### src/rtl/frame_buf_pkg.sv
// Shared definitions for the ping-pong frame buffer controller: bank indexing
// and the active-low RAM enable encoding.
package frame_buf_pkg;
    localparam int DATA_WIDTH_DEF = 32;
    localparam int NUM_BANKS      = 2;

    typedef logic [$clog2(NUM_BANKS)-1:0] bank_t;

    localparam logic EN_ASSERT   = 1'b0;
    localparam logic EN_DEASSERT = 1'b1;
endpackage

### src/rtl/frame_buf_bank_ptr.sv
// Word pointer plus bank select for one side of the ping-pong buffer; wraps at
// FRAME_SIZE and moves to the next bank on the wrapping advance.
module frame_buf_bank_ptr
    import frame_buf_pkg::*;
#(
    parameter int FRAME_AW   = 4,
    parameter int FRAME_SIZE = 16
) (
    input  logic                clk,
    input  logic                reset,
    input  logic                advance,
    output logic [FRAME_AW-1:0] ptr,
    output bank_t               bank,
    output logic                wrap
);
    localparam logic [FRAME_AW-1:0] LAST = FRAME_AW'(FRAME_SIZE - 1);

    // Combinational so the top can update bank flags on the same edge.
    assign wrap = advance && (ptr == LAST);

    always_ff @(posedge clk or negedge reset) begin
        if (!reset) begin
            ptr  <= '0;
            bank <= '0;
        end else if (advance) begin
            if (wrap) begin
                ptr  <= '0;
                bank <= bank + 1'b1;
            end else begin
                ptr <= ptr + 1'b1;
            end
        end
    end
endmodule

### src/rtl/frame_buf_ctrl.sv
// Two-bank ping-pong frame buffer controller: the writer fills one bank while
// the reader drains the other, with per-bank full flags arbitrating ownership.
module frame_buf_ctrl
    import frame_buf_pkg::*;
#(
    parameter int DATA_WIDTH = DATA_WIDTH_DEF,
    parameter int FRAME_AW   = 4,
    parameter int FRAME_SIZE = 16
) (
    input  logic                  clk,
    input  logic                  reset,
    input  logic                  wr_req,
    input  logic [DATA_WIDTH-1:0] wr_data,
    output logic                  wr_ready,
    input  logic                  rd_req,
    output logic                  rd_avail,
    output logic                  rd_valid,
    output logic [DATA_WIDTH-1:0] rd_data,
    output logic                  buf_wr_en_n,
    output logic [FRAME_AW:0]     buf_wr_addr,
    output logic [DATA_WIDTH-1:0] buf_data_in,
    output logic                  buf_rd_en_n,
    output logic [FRAME_AW:0]     buf_rd_addr,
    input  logic [DATA_WIDTH-1:0] buf_data_out,
    output logic                  frame_wr_done,
    output logic                  frame_rd_done,
    output logic [15:0]           frame_cnt
);
    logic [NUM_BANKS-1:0] full;
    logic [FRAME_AW-1:0]  wr_ptr;
    logic [FRAME_AW-1:0]  rd_ptr;
    bank_t                wr_bank;
    bank_t                rd_bank;
    logic                 wr_wrap;
    logic                 rd_wrap;
    logic                 wr_accept;
    logic                 rd_issue;

    assign wr_ready  = ~full[wr_bank];
    assign rd_avail  = full[rd_bank];
    assign wr_accept = wr_req && wr_ready;
    assign rd_issue  = rd_req && rd_avail;

    assign buf_wr_en_n = wr_accept ? EN_ASSERT : EN_DEASSERT;
    assign buf_rd_en_n = rd_issue ? EN_ASSERT : EN_DEASSERT;
    assign buf_wr_addr = {wr_bank, wr_ptr};
    assign buf_rd_addr = {rd_bank, rd_ptr};
    assign buf_data_in = wr_data;

    // The RAM already adds the read register stage, so the word is forwarded
    // in the cycle after issue and forced to zero otherwise.
    assign rd_data = rd_valid ? buf_data_out : '0;

    frame_buf_bank_ptr #(
        .FRAME_AW   (FRAME_AW),
        .FRAME_SIZE (FRAME_SIZE)
    ) u_wr_ptr (
        .clk     (clk),
        .reset   (reset),
        .advance (wr_accept),
        .ptr     (wr_ptr),
        .bank    (wr_bank),
        .wrap    (wr_wrap)
    );

    frame_buf_bank_ptr #(
        .FRAME_AW   (FRAME_AW),
        .FRAME_SIZE (FRAME_SIZE)
    ) u_rd_ptr (
        .clk     (clk),
        .reset   (reset),
        .advance (rd_issue),
        .ptr     (rd_ptr),
        .bank    (rd_bank),
        .wrap    (rd_wrap)
    );

    // Fill and drain always target different banks, so set and clear never collide.
    always_ff @(posedge clk or negedge reset) begin
        if (!reset) begin
            full <= '0;
        end else begin
            for (int b = 0; b < NUM_BANKS; b++) begin
                if (wr_wrap && (wr_bank == bank_t'(b))) begin
                    full[b] <= 1'b1;
                end else if (rd_wrap && (rd_bank == bank_t'(b))) begin
                    full[b] <= 1'b0;
                end
            end
        end
    end

    always_ff @(posedge clk or negedge reset) begin
        if (!reset) begin
            rd_valid      <= 1'b0;
            frame_wr_done <= 1'b0;
            frame_rd_done <= 1'b0;
            frame_cnt     <= '0;
        end else begin
            rd_valid      <= rd_issue;
            frame_wr_done <= wr_wrap;
            frame_rd_done <= rd_wrap;
            if (wr_wrap) begin
                frame_cnt <= frame_cnt + 16'd1;
            end
        end
    end
endmodule

### config.mk
export PLATFORM = sky130hd
export DESIGN_NAME = frame_buf_ctrl
export DESIGN_NICKNAME = d
export VERILOG_FILES = /design/src/rtl/frame_buf_pkg.sv /design/src/rtl/frame_buf_bank_ptr.sv /design/src/rtl/frame_buf_ctrl.sv
export SDC_FILE = /design/constraint.sdc
export NUM_CORES = 1
export LEC_CHECK = 0
export CAP_MARGIN = 20
export CORE_MARGIN = 4
export CORE_UTILIZATION = 44
export CTS_CLUSTER_SIZE = 24
export DETAILED_ROUTE_END_ITERATION = 8
export DONT_BUFFER_PORTS = 1
export HOLD_SLACK_MARGIN = 0.02
export PLACE_DENSITY = 0.58
export REMOVE_ABC_BUFFERS = 1
export SLEW_MARGIN = 10
export SYNTH_ARGS = -nofsm -noshare
export SYNTH_HDL_FRONTEND = slang
export SYNTH_SLANG_ARGS = --single-unit
### constraint.sdc
create_clock -name clk -period 3.4 [get_ports clk]
set_clock_uncertainty 0.15 [all_clocks]
set_input_delay 0.34 -clock clk [delete_from_list [all_inputs] [get_ports clk]]
set_output_delay 0.34 -clock clk [all_outputs]
set_load 0.02 [all_outputs]
==> run summary <==
The clock transition time at the flip-flop clock pins of the worst setup and hold paths came out at ~0.06 ns. The number of CTS-inserted buffers came out at 5. The routed wire length is roughly 4.7 mm.

The final global-route overflow total came out at 0. The worst-case hold slack is between 0.1 and 0.15 ns. Wire segments on met3 add up to 657 um in the final route. The number of warnings reported in the yosys synthesis log came out at 0.

The library cell used most frequently in the layout, excluding fill and tap cells, is sky130_fd_sc_hd__and2_1. The share of the synthesized area in the top cell type came out at 0.4144. The total routing usage reported by global routing came out at 0.1705. Counting stages on the worst path, the most repeated cell is sky130_fd_sc_hd__inv_1.

The routed length per instance came out at about 22 um. The number of placement rows came out at 23. The fraction of registers with async set/reset is 1.000. The core box area came out at a little over 4000 um^2. The initial DRC count is 50. The slew at the pin with the worst max-slew slack came out at a little under 0.8 ns.

The run finished with clean final reports. The vias after detailed routing is 1200. The weighted congestion reported at the end of routability-driven placement is around 0.80. The post-synthesis register bit count came out at 31. The largest vdd supply drop is ~0.31 mV. The clock root buffer master is sky130_fd_sc_hd__clkbuf_8. The max-slew violation count came out at 0.

The largest single stage delay on the critical path is roughly 0.54 ns. STA classifies the critical path startpoint as a flip-flop. The detailed router used layers up to and including met5. In the synthesized netlist the dominant register cell turns out to be sky130_fd_sc_hd__dfrtp_1. The static leakage power is just over 0.8 nW.

The number of antenna violations at the first check in global routing was 0. The top cell types in the final layout, fill and taps aside, are 32 x sky130_fd_sc_hd__and2_1, 31 x sky130_fd_sc_hd__dfrtp_1, 19 x sky130_fd_sc_hd__nand2_1, 11 x sky130_fd_sc_hd__xnor2_1. The overall power came out at approximately 0.0013 W. The count of buffers inserted at the top-level ports is 0. The pre-CTS setup slack came out at roughly 1.1 ns.

The number of antenna cells inserted came out at 0. Subtracting the final worst setup slack from the clock period gives between 2 and 2.5 ns. The count of nets left with antenna violations once routing finished came out at 0. The die height came out at between 70 and 80 um. The area growth from synthesis to layout is -3.944%. STA classifies the critical path endpoint as a flip-flop. The maximum achievable frequency is between 0.4 and 0.5 GHz. The power density over cell area came out at approximately 700 nW/um^2.

The count of endpoints failing hold in the final timing report came out at 0. The final setup violation count came out at 0. In the final layout, the share of cells above drive strength 1 is 0.1071. Traced cell by cell, the critical path runs through mux2_4 > inv_1 > nand3_1 > inv_1 > nand4_1 > xnor2_1. On the critical path, the stage with the largest delay is an instance of sky130_fd_sc_hd__dfrtp_1. The post-route fraction of the period consumed by the critical path came out at 0.6590.

TritonCTS built the clock tree. Adding up every negative setup slack in the final design gives 0 ns. Summing all flip-flop and latch instances after layout gives approximately 780 um^2. The summed instance area of the synthesized netlist came out at between 1500 and 2000 um^2. The detailed router put a total of around 2.1 mm of wire on met1.

The critical-path maximum fanout came out at 7. The critical path is of the reg -> reg type. The number of buffers inserted by post-CTS setup repair is 0. The worst-case headroom to the max-slew limit came out at 0.4794. The number of iterations in the first detailed-routing pass came out at 4. Using the TritonRoute via totals, the vias-per-cell ratio works out to between 5 and 6. The post-synthesis area per instance is ~9.6 um^2. The arrival time of data at the critical path endpoint is 2.24 ns. The required time of the worst setup path came out at roughly 3.4 ns. The reg-to-reg setup timing slack came out at between 1 and 1.5 ns.

The post-DP HPWL is 3.812 mm. Summed over all nets, wire length on met2 after detailed routing comes to approximately 2.0 mm. The final critical-path setup slack came out at approximately 1.2 ns. The longest clock path from root to sink contains 2 buffers. Setup repair after global routing left no endpoint under its margin. The min-delay analysis places its worst path in the category in -> reg. The number of global-route vias before repair came to 1234.

The tree built by TritonCTS fans out to 31 sinks. The number of I/O pins came out at 165. The count of cell types in the netlist came out at 27. The clock reaches the later pin of the worst-skew pair after approximately 0.28 ns. The share of the yosys chip area belonging to registers is 0.4144.

The total number of nets in the final design is approximately 240. In this run, post-CTS repair resized a total of 0 instances. The horizontal die dimension is 73.23 um.

The full die area came out at about 5400 um^2. Yosys attributes the largest share of cell area to sky130_fd_sc_hd__dfrtp_1 41%, sky130_fd_sc_hd__buf_4 14%, sky130_fd_sc_hd__and2_1 11%. For this run, design rule violations remaining after detail routing come to 0.

The H-tree generated during clock tree synthesis spans 2 levels. The initial utilization of the core area, before any placement, comes to 0.4613. In this run, synthesis inferred 0 flip-flops with an integrated enable. The synthesized design spends more area on one cell type than any other, namely sky130_fd_sc_hd__dfrtp_1. The multi-input logic area is between 700 and 800 um^2. The gate count after technology mapping came out at 195. The maximum number of pins on one net before global-route repair came out at 34. The count of fill cells added during filler insertion came out at 391. The wire length of the first global-routing pass came out at around 6.6 mm. Max-cap violations in this run came to 0.
==> layout make-up <==
type                    instances  area share
clock buffers                   8     0.05567
inverters                       8     0.01670
multi-input cells             119      0.4447
flip-flops and latches         31      0.4315
well taps                      50     0.03479
repair buffers                  2     0.01670
==> cell families after synthesis <==
| family | share of synthesized area |
|---|---|
| and+or+nand+nor | 0.2634 |
| buffers and inverters | 0.1584 |
| DFF | 0.4144 |
| xor gates and xnor gates | 0.08890 |
| AOI/OAI and AO/OA | 0.03476 |
| muxes | 0.02005 |
| adders and majority gates | 0.02006 |
==> flip-flops by register name (all words and copies together), names as in the netlist <==
name           flops
frame_wr_done      1
u_rd_ptr.bank      1
u_wr_ptr.bank      1
u_wr_ptr.ptr       4
frame_rd_done      1
frame_cnt         16
u_rd_ptr.ptr       4
full               2
rd_valid           1
==> metal layers <==
| metal | global-route usage | vias to the layer above |
|---|---|---|
| met4 | 0.03689 | 2 |
| li1 | - | 541 |
| met5 | 0.07071 | - |
| met2 | 0.1927 | 77 |
| met1 | 0.2330 | 575 |
| met3 | 0.1433 | 5 |
==> worst max-delay path, delay by kind of cell (launching register included) <==
kind          cells  cell delay [ns]
flops             1             0.54
buf+inv           2             0.47
simple gates      2             0.44
mux               1             0.35
xor+xnor          1             0.16
==> per-stage QoR <==
| step | instance area [um^2] | std cells | util |
|---|---|---|---|
| finish | 1798 | 218 | 0.4431 |
| global route | 1798 | 218 | 0.4431 |
| CTS | 1798 | 218 | 0.4431 |
| detailed placement | 1668 | 208 | 0.4110 |
| global placement | 1668 | 208 | 0.4110 |
| floorplan | 1605 | 158 | - |
==> final timing paths <==
path / start / end / cells past startpoint
min: rd_req / frame_rd_done / 2
max: u_wr_ptr.bank / frame_cnt[4] / 6
min in group asynchronous: reset / frame_cnt[11] / 2
min reg2reg: full[1] / full[1] / 1
max in group asynchronous: reset / u_rd_ptr.ptr[2] / 2
max reg2reg: u_wr_ptr.bank / frame_cnt[4] / 6
==> where the power goes <==
group	switching, W	internal [W]	leakage (nW)	total, W
sequential	0.000189	0.000439	0.396	0.000628
combinational	0.000199	0.000114	0.377	0.000313
clock	0.000127	0.000184	0.0515	0.000312
total	0.000516	0.000737	0.824	0.00125
==> cell usage after synthesis, types with 3 or more instances <==
cell and n:
sky130_fd_sc_hd__buf_4 34, sky130_fd_sc_hd__and2_1 32, sky130_fd_sc_hd__dfrtp_1 31, sky130_fd_sc_hd__nand2_1 19, sky130_fd_sc_hd__xnor2_1 11, sky130_fd_sc_hd__inv_1 8, sky130_fd_sc_hd__nand3_1 8, sky130_fd_sc_hd__xor2_1 8
sky130_fd_sc_hd__nor2_1 7, sky130_fd_sc_hd__o21ai_0 6, sky130_fd_sc_hd__nand4_1 5, sky130_fd_sc_hd__clkbuf_1 3, sky130_fd_sc_hd__ha_1 3
==> repair_timing <==
item                                   4_1_cts  5_1_grt
hold buffers                                 2        0
setup endpoints to repair                    0        0
endpoints found under the hold margin       31        0
Note: power is estimated with default switching activity, not from simulation.
